==> src/rtl/crc24_pkg.sv <==
// Shared constants and state encoding for the CRC-24 frame scheduler.
package crc24_pkg;

    localparam int unsigned CRC_W = 24;
    localparam logic [CRC_W-1:0] CRC_POLY = 24'h864CFB;

    typedef enum logic [2:0] {
        IDLE = 3'd0,
        DATA = 3'd1,
        T2   = 3'd2,
        T1   = 3'd3,
        T0   = 3'd4
    } state_t;

endpackage

==> src/rtl/crc24_byte_step.sv <==
// One-byte CRC-24 update: MSB-first, no reflection, pure combinational.
module crc24_byte_step
    import crc24_pkg::*;
(
    input  logic [CRC_W-1:0] crc_in,
    input  logic [7:0]       data_in,
    output logic [CRC_W-1:0] crc_out
);

    logic [CRC_W-1:0] w_crc;

    // Fold the byte into the top bits, then eight shift/XOR iterations
    always_comb begin
        w_crc = crc_in ^ {data_in, 16'h0000};
        for (int i = 0; i < 8; i++) begin
            if (w_crc[CRC_W-1]) begin
                w_crc = {w_crc[CRC_W-2:0], 1'b0} ^ CRC_POLY;
            end else begin
                w_crc = {w_crc[CRC_W-2:0], 1'b0};
            end
        end
    end

    assign crc_out = w_crc;

endmodule

==> src/rtl/crc24_frame_sched.sv <==
// Round-robin frame scheduler sharing one CRC-24 engine and one byte stream.
module crc24_frame_sched
    import crc24_pkg::*;
#(
    parameter int unsigned NUM_REQ  = 4,
    parameter logic [23:0] CRC_INIT = 24'h000000
) (
    input  logic                       clock,
    input  logic                       reset,
    input  logic [NUM_REQ-1:0]         req_valid,
    input  logic [8*NUM_REQ-1:0]       req_data,
    input  logic [NUM_REQ-1:0]         req_last,
    output logic [NUM_REQ-1:0]         req_ready,
    output logic                       out_valid,
    output logic [7:0]                 out_data,
    output logic                       out_last,
    input  logic                       out_ready,
    output logic [$clog2(NUM_REQ)-1:0] grant_id,
    output logic                       busy,
    output logic                       crc_done,
    output logic [23:0]                crc_value
);

    localparam int unsigned GW = $clog2(NUM_REQ);

    state_t           r_state;
    state_t           w_next;
    logic [GW-1:0]    r_grant;
    logic [GW-1:0]    r_ptr;
    logic [GW-1:0]    w_win;
    logic [GW-1:0]    w_idx;
    logic             w_found;
    logic [CRC_W-1:0] r_crc;
    logic [CRC_W-1:0] w_crc_step;
    logic [CRC_W-1:0] r_crc_value;
    logic             r_done;
    logic [7:0]       w_bytes [NUM_REQ];
    logic [7:0]       w_gbyte;
    logic             w_gvalid;
    logic             w_glast;
    logic             w_xfer;

    // Split the flat data bus into per-requester byte lanes
    for (genvar k = 0; k < NUM_REQ; k++) begin : g_lane
        assign w_bytes[k] = req_data[8*k +: 8];
    end

    assign w_gbyte  = w_bytes[r_grant];
    assign w_gvalid = req_valid[r_grant];
    assign w_glast  = req_last[r_grant];
    assign w_xfer   = (r_state == DATA) && w_gvalid && out_ready;

    crc24_byte_step u_step (
        .crc_in  (r_crc),
        .data_in (w_gbyte),
        .crc_out (w_crc_step)
    );

    // Round-robin search starting at the pointer; first valid requester wins
    always_comb begin
        w_found = 1'b0;
        w_win   = '0;
        w_idx   = '0;
        for (int unsigned i = 0; i < NUM_REQ; i++) begin
            w_idx = GW'((32'(r_ptr) + i) % NUM_REQ);
            if (!w_found && req_valid[w_idx]) begin
                w_found = 1'b1;
                w_win   = w_idx;
            end
        end
    end

    // Next-state and stream outputs (payload is a combinational pass-through)
    always_comb begin
        w_next    = r_state;
        out_valid = 1'b0;
        out_data  = 8'h00;
        out_last  = 1'b0;
        req_ready = '0;
        case (r_state)
            IDLE: begin
                if (w_found) w_next = DATA;
            end
            DATA: begin
                out_valid          = w_gvalid;
                out_data           = w_gbyte;
                req_ready[r_grant] = out_ready;
                if (w_xfer && w_glast) w_next = T2;
            end
            T2: begin
                out_valid = 1'b1;
                out_data  = r_crc[23:16];
                if (out_ready) w_next = T1;
            end
            T1: begin
                out_valid = 1'b1;
                out_data  = r_crc[15:8];
                if (out_ready) w_next = T0;
            end
            T0: begin
                out_valid = 1'b1;
                out_data  = r_crc[7:0];
                out_last  = 1'b1;
                if (out_ready) w_next = IDLE;
            end
            default: w_next = IDLE;
        endcase
    end

    // State register
    always_ff @(posedge clock or posedge reset) begin
        if (reset) begin
            r_state <= IDLE;
        end else begin
            r_state <= w_next;
        end
    end

    // Grant, CRC accumulation and frame-completion bookkeeping
    always_ff @(posedge clock or posedge reset) begin
        if (reset) begin
            r_grant     <= '0;
            r_ptr       <= '0;
            r_crc       <= CRC_INIT;
            r_crc_value <= '0;
            r_done      <= 1'b0;
        end else begin
            r_done <= 1'b0;
            if (r_state == IDLE && w_found) begin
                r_grant <= w_win;
                r_crc   <= CRC_INIT;
            end
            if (w_xfer) begin
                r_crc <= w_crc_step;
            end
            if (r_state == T0 && out_ready) begin
                r_crc_value <= r_crc;
                r_done      <= 1'b1;
                r_ptr       <= (r_grant == GW'(NUM_REQ - 1)) ? '0 : r_grant + GW'(1);
            end
        end
    end

    assign busy      = (r_state != IDLE);
    assign grant_id  = r_grant;
    assign crc_done  = r_done;
    assign crc_value = r_crc_value;

endmodule

==> config.mk <==
export PLATFORM = sky130hd
export DESIGN_NAME = crc24_frame_sched
export DESIGN_NICKNAME = d
export VERILOG_FILES = /design/src/rtl/crc24_pkg.sv /design/src/rtl/crc24_byte_step.sv /design/src/rtl/crc24_frame_sched.sv
export SDC_FILE = /design/constraint.sdc
export NUM_CORES = 1
export LEC_CHECK = 0
export CAP_MARGIN = 40
export CORE_MARGIN = 2
export CORE_UTILIZATION = 41
export DETAILED_ROUTE_END_ITERATION = 7
export PLACE_DENSITY = 0.78
export REMOVE_ABC_BUFFERS = 1
export SYNTH_ARGS = -nofsm -noshare
export SYNTH_HDL_FRONTEND = slang
export SYNTH_SLANG_ARGS = --single-unit
==> constraint.sdc <==
create_clock -name clock -period 7.25 [get_ports clock]
set_input_delay 1.8125 -clock clock [delete_from_list [all_inputs] [get_ports clock]]
set_output_delay 1.8125 -clock clock [all_outputs]
set_load 0.01 [all_outputs]
==> impl_metrics.py, run 1 <==
metrics = {
    "synthesis": {
        "synth_area_mm2": 0.00365,
        "async_flop_share": 1.00,
        "ys_top_cells_by_area": "dfrtp_1, xnor2_1, mux2_2",
        "synth_flop_cell": "dfrtp_1",
        "synth_top_cell_area_share": 0.384,
        "yosysUniqueCellTypes": 47,
        "synth_seq_cells": 56,
        "yosysMostFrequentCell": "dfrtp_1",
        "synth_common_cells": "dfrtp_1, xnor2_1, mux2_2",
        "yosysSeqAreaShare": 0.384,
        "synth_edf_count": 0,
        "syn-instance-count": 311,
        "avgSynthCellArea_um2": 11.7,
        "ys_warn_count": 0,
        "synth_area_leader_cell": "dfrtp_1",
    },
    "critical_path": {
        "r2r_slack_ns": 4.00,
        "critPathMaxStageDelay_ns": 0.69,
        "cpMostUsedCell": "clkdlybuf4s50_1",
        "cp.required_ns": 5.44,
        "critPathTopFamily": "buffers and inverters",
        "path_max_fanout": 6,
        "critical_path_class": "in -> out",
        "cp_slowest_cell": "nor4bb_1",
        "crit-reg2reg-launch": "grant_id[1]",
        "r2r-end": "r_crc[5]",
        "crit_chain": "clkdlybuf4s50_1 > nor4bb_1 > and2_1 > clkdlybuf4s50_1",
        "cp_data_arrival_time_ns": 3.83,
        "worstRegToRegCells": 6,
        "critPathLaunchType": "input port",
        "crit_path_end_kind": "output pin",
        "cp_num_buf_inv": 2,
    },
    "route": {
        "drc_errors": 0,
        "ant_nets": 0,
        "vias_per_cell": 5.45,
        "vias": 2720,
        "wl_per_cell_um": 17.6,
        "first_pass_iters": 4,
        "drtIter0Drc": 92,
        "routed_wl_um": 8780,
    },
    "hold_path": {
        "min_to": "crc_value[8]",
        "min_path_cells": 1,
        "holdCritPathClass": "reg -> reg",
        "hold_start": "crc_value[8]",
    },
    "clocking": {
        "numClockSinks": 56,
        "cts_max_level": 2,
        "ctsResizeCount": 0,
        "clockRootBuffer": "clkbuf_8",
        "cts_setup_buffers": 0,
        "clkLatencyLatePin_ns": 0.30,
        "cts.clk_slew.worst_paths_ns": 0.10,
        "clock_path_buffers": 2,
        "cts_tree": "done",
        "numCtsBuffers": 5,
        "ctsHoldBuffers": 0,
    },
    "cells_and_area": {
        "nets": 437,
        "stdcell_count": 499,
        "antennaDiodeCount": 0,
        "seq_area_mm2": 0.00140,
        "multi_input_area_mm2": 0.00215,
        "n_fill_cell": 774,
        "layout-drive-gt1-share": 0.171,
        "areaGrowthSynthToFinish_pct": 28.6,
    },
    "run": {
        "drv_cap": 0,
    },
    "grt": {
        "grt_usage": 0.184,
        "first_global_vias": 2760,
        "antenna_found_initial": 0,
        "grt_max_degree": 57,
        "grt-ovfl-total": 0,
        "grt_pass1_wl_um": 14400,
    },
    "die": {
        "dieHeight_um": 98.3,
        "rows": 34,
        "start_util": 0.420,
        "die_area_mm2": 0.00967,
        "die_w_um": 98.3,
        "core_area_mm2": 0.00868,
        "ioPinCount": 85,
    },
    "outcome": {
        "status": "finished, final reports clean",
    },
    "pwr": {
        "cellPowerDensity_mw_per_mm2": 584,
        "leakagePower_nw": 2.02,
        "vdd_drop_max_uv": 235,
        "fin_total_pwr_mw": 2.74,
    },
    "placement": {
        "place_hpwl_um": 6170,
        "io_buffers": 84,
        "place_ws_ns": 1.61,
        "place_inst": 490,
        "gp_congestion": 0.824,
    },
    "timing": {
        "hold_ws_ns": 0.514,
        "setup_ws_ns": 1.61,
        "setup_tns_ns": 0,
        "final_hold_viol_count": 0,
        "finalCritPeriodShare": 0.778,
        "rsz0062_at_grt": "no",
        "fin_worst_skew_ns": 0.00615,
        "setup_viol": 0,
        "tightest_slew_ns": 0.799,
        "post-route-min-period_ns": 5.64,
        "relSlewSlack": 0.467,
        "fmax_ghz": 0.177,
        "slew_violations": 0,
    },
}
## metrics by stage
step                area, µm²  utilization
floorplan                3570            -
global placement         4570        0.527
detailed placement       4590        0.529
CTS                      4680        0.539
global route             4690        0.541
finish                   4690        0.541
## registers in the layout, indices dropped and copies added (netlist names)
| signal | cells |
|---|---|
| crc_done | 1 |
| crc_value | 24 |
| r_state | 3 |
| r_ptr | 2 |
| grant_id | 2 |
| r_crc | 24 |
## layout make-up
class,instances,share of cell area
Multi-Input combinational cell,231,0.457
Timing Repair Buffer,91,0.192
Sequential cell,56,0.299
Tap cell,108,0.0288
Inverter,5,0.00400
Clock buffer,8,0.0192
## per-layer routing
layer,wire length [µm],GRT usage,vias to the layer above
li1,-,-,1279
met1,3730,0.242,1358
met2,4500,0.315,73
met3,416,0.0329,10
met4,128,0.0495,0
met5,0,0,-
## how the worst max path moves through the flow
stage | end | cells after the start | start
finish | req_ready[0] | 4 | out_ready
global route | req_ready[0] | 4 | out_ready
CTS | req_ready[0] | 4 | out_ready
detailed placement | req_ready[0] | 4 | out_ready
global placement | req_ready[1] | 4 | out_ready
floorplan | out_data[1] | 3 | req_data[9]
## layout by cell type, fill, tap and decap left out, types with 2 or more instances in the layout
cell,Yosys,routed
nand2_1,14,14
o41ai_1,2,2
nor3_1,2,2
xor2_1,12,12
clkdlybuf4s50_1,0,84
xnor2_2,7,7
o21ai_0,9,9
dfrtp_1,56,56
ha_1,4,4
mux4_2,5,5
a22oi_1,8,8
o22ai_1,9,9
a31o_2,8,8
mux2i_1,19,19
nor4_1,2,2
xnor2_4,4,4
nor2_1,13,13
mux4_1,5,5
clkbuf_8,0,6
or4_1,3,3
nand4_1,2,2
buf_4,0,6
xnor2_1,35,35
and2_1,6,6
nor2b_1,3,3
inv_1,5,4
nand2b_1,3,3
mux2_2,25,25
nand3_1,9,9
clkbuf_1,13,2
a21oi_1,6,6
## power breakdown
group / total (mW) / internal (mW) / switching (mW)
Sequential: 0.600 / 0.439 / 0.161
Clock: 0.179 / 0.0784 / 0.101
Combinational: 1.96 / 1.05 / 0.912
Total: 2.74 / 1.57 / 1.17
## worst register-to-register path, delay by kind of cell, from the launching register on
family | cells | cell delay (ns)
xor+xnor | 4 | 1.75
mux | 2 | 0.62
flops | 1 | 0.81
## kinds of logic (layout without fill, tap and decap cells)
group	Yosys count	after routing	synth area share
mux	54	54	0.196
flops	56	56	0.384
fa+ha+maj	4	4	0.0137
simple gates	64	64	0.0916
compound gates	47	47	0.0878
buf+inv	24	104	0.0274
xor+xnor	62	62	0.199
Note: power is estimated with default switching activity, not from simulation.
==> inputs of run 2 (changes only) <==
==> constraint.sdc (replaced) <==
create_clock -name clock -period 5.32 [get_ports clock]
set_input_delay 1.33 -clock clock [delete_from_list [all_inputs] [get_ports clock]]
set_output_delay 1.33 -clock clock [all_outputs]
set_load 0.01 [all_outputs]
==> run 2 against run 1 <==
First-iteration DRC count increased by 42%; largest power group unchanged; critical path depth unchanged; clock skew increased by 0.0032 ns.
==> impl_metrics.py, run 2 (synthesized netlist as in run 1, its figures left out) <==
metrics = {
    "outcome": {
        "status": "finished, final reports clean",
    },
    "clocking": {
        "ctsResizeCount": 0,
        "clockRootBuffer": "clkbuf_8",
        "cts_setup_buffers": 0,
        "cts_max_level": 2,
        "clock_path_buffers": 2,
        "cts.clk_slew.worst_paths_ns": 0.09,
        "numClockSinks": 56,
        "numCtsBuffers": 5,
        "ctsHoldBuffers": 0,
        "cts_tree": "done",
        "clkLatencyLatePin_ns": 0.31,
    },
    "route": {
        "wl_met2_um": 4490,
        "first_pass_iters": 4,
        "met1Wirelength_um": 3580,
        "wl_per_cell_um": 17.3,
        "routed_wl_um": 8570,
        "ant_nets": 0,
        "top_layer_used": "met4",
        "vias": 2678,
        "drc_errors": 0,
        "wl_met3_um": 393,
        "vias_per_cell": 5.40,
        "drtIter0Drc": 131,
    },
    "critical_path": {
        "cp-endpoint": "req_ready[2]",
        "cp_data_arrival_time_ns": 3.26,
        "path_max_fanout": 6,
        "critPathLaunchType": "input port",
        "crit-reg2reg-launch": "grant_id[0]",
        "startpoint": "out_ready",
        "crit_path_end_kind": "output pin",
        "worstRegToRegCells": 6,
        "cp.required_ns": 3.99,
        "r2r-end": "r_crc[5]",
        "r2r_slack_ns": 1.68,
        "critical_path_class": "in -> out",
    },
    "pwr": {
        "internal_power_mw": 2.15,
        "swShare": 0.424,
        "vdd_drop_max_uv": 317,
        "comb_power_share": 0.701,
        "power_frac_seq": 0.224,
        "p_switching_mw": 1.58,
        "leakagePower_nw": 2.01,
        "cellPowerDensity_mw_per_mm2": 798,
        "p_clk_frac": 0.074,
    },
    "cells_and_area": {
        "seq_area_mm2": 0.00140,
        "layout_common_cells": "clkdlybuf4s50_1, dfrtp_1, xnor2_1",
        "layout-drive-gt1-share": 0.168,
        "multi_input_area_mm2": 0.00215,
        "layout_commonest_cell": "clkdlybuf4s50_1",
        "final_area_mm2": 0.00468,
        "antennaDiodeCount": 0,
        "areaGrowthSynthToFinish_pct": 28.3,
        "nets": 434,
        "post-route-util": 0.539,
        "n_fill_cell": 765,
    },
    "die": {
        "die_w_um": 98.3,
        "core_area_mm2": 0.00868,
        "rows": 34,
        "ioPinCount": 85,
        "dieHeight_um": 98.3,
        "start_util": 0.420,
        "die_area_mm2": 0.00967,
    },
    "grt": {
        "grt_pass1_wl_um": 14300,
        "grt_usage": 0.182,
        "first_global_vias": 2798,
        "grt_max_degree": 30,
        "antenna_found_initial": 0,
        "grt-ovfl-total": 0,
    },
    "timing": {
        "setup_ws_ns": 0.734,
        "tightest_slew_ns": 0.887,
        "final_hold_viol_count": 0,
        "rsz0062_at_grt": "no",
        "setup_viol": 0,
        "finalCritPeriodShare": 0.862,
        "relSlewSlack": 0.408,
        "post-route-min-period_ns": 4.59,
        "slew_violations": 0,
        "hold_ws_ns": 0.512,
        "setup_tns_ns": 0,
        "fin_worst_skew_ns": 0.00932,
        "fmax_ghz": 0.218,
    },
    "placement": {
        "place_hpwl_um": 6160,
        "io_buffers": 84,
        "placed_area_mm2": 0.00457,
        "gp_congestion": 0.862,
        "place_ws_ns": 0.712,
    },
    "hold_path": {
        "holdCritPathClass": "reg -> reg",
        "min_path_cells": 1,
    },
    "run": {
        "drv_cap": 0,
    },
}
-- run 2: changes by cell type in the layout (fill, tap and decap cells not counted) --
cell,before,now
bufinv_16,0,1
buf_4,6,4
clkinv_2,0,1
clkbuf_1,2,1
clkbuf_8,6,5
buf_8,1,0
-- run 2: final cells by class --
class | instances | share of cell area
clock buffer | 6 | 0.0155
sequential | 56 | 0.299
multi-input combinational | 231 | 0.459
timing repair buffer | 88 | 0.186
tap | 108 | 0.0289
clock inverter | 2 | 0.00749
inverter | 5 | 0.00401
-- run 2: worst min path at each step --
stage | to | from
final | crc_value[17] | crc_value[17]
after global routing | crc_value[17] | crc_value[17]
after CTS | crc_value[17] | crc_value[17]
after detailed placement | crc_value[15] | crc_value[15]
after global placement | crc_value[21] | crc_value[21]
after floorplan | r_state[0] | r_state[2]
-- run 2: metal layers --
metal  vias to the layer above  track usage
li1                       1269            -
met1                      1322        0.226
met2                        78        0.334
met3                         9       0.0301
met4                         0       0.0337
met5                         -            0
-- run 2: per-stage QoR --
step	power (mW)	cells
floorplan	2.74	292
global placement	3.41	488
detailed placement	3.47	488
CTS	3.76	496
global route	4.01	496
finish	3.74	496
-- run 2: worst max-delay path, stage by stage --
cell and delay [ns]:
clkdlybuf4s50_1 0.56, nor4bb_1 0.61, and2_1 0.21, clkdlybuf4s50_1 0.54
-- run 2: power groups by stage --
stage | sequential [mW] | combinational (mW) | clock (mW)
after floorplan | 0.818 | 1.92 | 0
after global placement | 0.836 | 2.57 | 0
after detailed placement | 0.848 | 2.63 | 0
after CTS | 0.840 | 2.63 | 0.285
after global routing | 0.869 | 2.84 | 0.297
final | 0.837 | 2.62 | 0.278
==> inputs of run 3 (changes only) <==
--- a/config.mk
+++ b/config.mk
@@ -6,10 +6,11 @@
 export NUM_CORES = 1
 export LEC_CHECK = 0
 export CAP_MARGIN = 40
-export CORE_MARGIN = 2
 export CORE_UTILIZATION = 41
 export DETAILED_ROUTE_END_ITERATION = 7
+export MAX_ROUTING_LAYER = met4
 export PLACE_DENSITY = 0.78
+export RECOVER_POWER = 100
 export REMOVE_ABC_BUFFERS = 1
 export SYNTH_ARGS = -nofsm -noshare
 export SYNTH_HDL_FRONTEND = slang
==> run 3 against run 2 <==
Clock skew decreased by 0.0039 ns; the flow now finishes with violations (max-capacitance violations, max-slew violations); critical path depth increased by 1; via count increased by 0.82%; final area decreased by 0.78%; critical path type unchanged.
==> impl_metrics.py, run 3 (synthesized netlist as in run 1, its figures left out) <==
metrics = {
    "critical_path": {
        "critPathLaunchType": "input port",
        "critical_path_class": "in -> out",
        "path_max_fanout": 2,
        "crit_path_end_kind": "output pin",
        "cp.required_ns": 3.99,
        "cp_data_arrival_time_ns": 3.39,
    },
    "timing": {
        "setup_viol": 0,
        "fin_worst_skew_ns": 0.00540,
        "relSlewSlack": -0.106,
        "post-route-min-period_ns": 4.72,
        "setup_tns_ns": 0,
        "rsz0062_at_grt": "no",
        "tightest_slew_ns": 1.66,
        "fmax_ghz": 0.212,
        "slew_violations": 58,
        "final_hold_viol_count": 0,
        "finalCritPeriodShare": 0.887,
    },
    "outcome": {
        "violations": "max-capacitance violations, max-slew violations",
        "status": "complete, but fails checks",
    },
    "clocking": {
        "ctsHoldBuffers": 0,
        "clock_path_buffers": 2,
        "cts_setup_buffers": 0,
        "clkLatencyLatePin_ns": 0.30,
        "numClockSinks": 56,
        "cts_tree": "done",
        "cts.clk_slew.worst_paths_ns": 0.10,
        "ctsResizeCount": 0,
        "cts_max_level": 2,
        "clockRootBuffer": "clkbuf_8",
        "numCtsBuffers": 5,
    },
    "die": {
        "start_util": 0.420,
        "ioPinCount": 85,
        "core_area_mm2": 0.00868,
        "die_w_um": 96.3,
        "dieHeight_um": 96.3,
        "die_area_mm2": 0.00928,
        "rows": 34,
    },
    "cells_and_area": {
        "n_fill_cell": 756,
        "antennaDiodeCount": 0,
        "areaGrowthSynthToFinish_pct": 27.3,
        "final_area_mm2": 0.00464,
        "stdcell_count": 499,
        "layout-drive-gt1-share": 0.153,
        "multi_input_area_mm2": 0.00212,
        "seq_area_mm2": 0.00140,
        "layout_common_cells": "dfrtp_1, clkdlybuf4s50_1, dlygate4sd3_1",
        "layout_commonest_cell": "dfrtp_1",
        "nets": 437,
    },
    "placement": {
        "placed_area_mm2": 0.00460,
        "place_inst": 491,
        "place_hpwl_um": 6350,
        "gp_congestion": 0.860,
        "io_buffers": 84,
    },
    "grt": {
        "grt_usage": 0.205,
        "grt_pass1_wl_um": 13800,
        "grt_max_degree": 30,
        "antenna_found_initial": 0,
        "grt-ovfl-total": 0,
        "first_global_vias": 2744,
    },
    "route": {
        "drtIter0Drc": 84,
        "vias": 2700,
        "ant_nets": 0,
        "wl_per_cell_um": 17.3,
        "routed_wl_um": 8630,
        "first_pass_iters": 4,
        "drc_errors": 0,
        "vias_per_cell": 5.41,
    },
    "pwr": {
        "leakagePower_nw": 2.09,
        "cellPowerDensity_mw_per_mm2": 783,
        "vdd_drop_max_uv": 321,
    },
    "hold_path": {
        "holdCritPathClass": "reg -> reg",
    },
    "run": {
        "drv_cap": 2,
    },
}
[run 3: cell types whose count changed in the layout (fill, tap and decap cells not counted), sizes merged]
cell and delta:
bufinv -1, buf -1, clkinv -1, clkdlybuf4s50 -41, clkbuf +6, dlygate4sd3 +41
[run 3: path summary, 6_finish.rpt]
check,from,to,slack (ns),depth (start not counted)
max in group asynchronous,reset,grant_id[1],1.64,3
worst min-delay path,crc_value[8],crc_value[8],0.51,1
worst min register to register,crc_value[8],crc_value[8],0.51,1
worst max-delay path,req_data[20],out_data[4],0.60,5
min in group asynchronous,reset,crc_done,1.72,2
worst max register to register,grant_id[0],r_crc[20],1.55,6
[run 3: power breakdown]
group	internal (mW)	total, mW	switching, mW
Combinational	1.35	2.58	1.23
Clock	0.107	0.237	0.130
Sequential	0.598	0.815	0.217
Total	2.06	3.64	1.58
[run 3: worst max-delay path, cell delays in order]
cell and delay, ns:
dlygate4sd3_1 0.56, mux4_1 0.54, a22oi_1 0.22, o22ai_1 0.11
dlygate4sd3_1 0.63
[run 3: stage by stage]
stage / utilization / power, mW / setup slack [ns] / hold WS (ns)
floorplan: - / 2.74 / 1.72 / 0.477
global placement: 0.527 / 3.44 / 0.809 / 0.491
detailed placement: 0.530 / 3.51 / 0.739 / 0.498
CTS: 0.541 / 3.76 / 0.731 / 0.521
global route: 0.535 / 3.91 / 0.443 / 0.532
finish: 0.535 / 3.64 / 0.603 / 0.507
[run 3: layout make-up]
| class | count | area share |
|---|---|---|
| inverters | 5 | 0.00404 |
| flip-flops and latches | 56 | 0.302 |
| repair buffers | 91 | 0.189 |
| well taps | 108 | 0.0291 |
| multi-input cells | 231 | 0.456 |
| clock buffers | 8 | 0.0194 |
[run 3: metal layers]
metal,share of wire,up-vias,track usage
met5,0,-,-
met4,0.0096,0,0.0502
met3,0.037,9,0.0269
met2,0.52,71,0.354
met1,0.43,1346,0.255
li1,-,1274,-
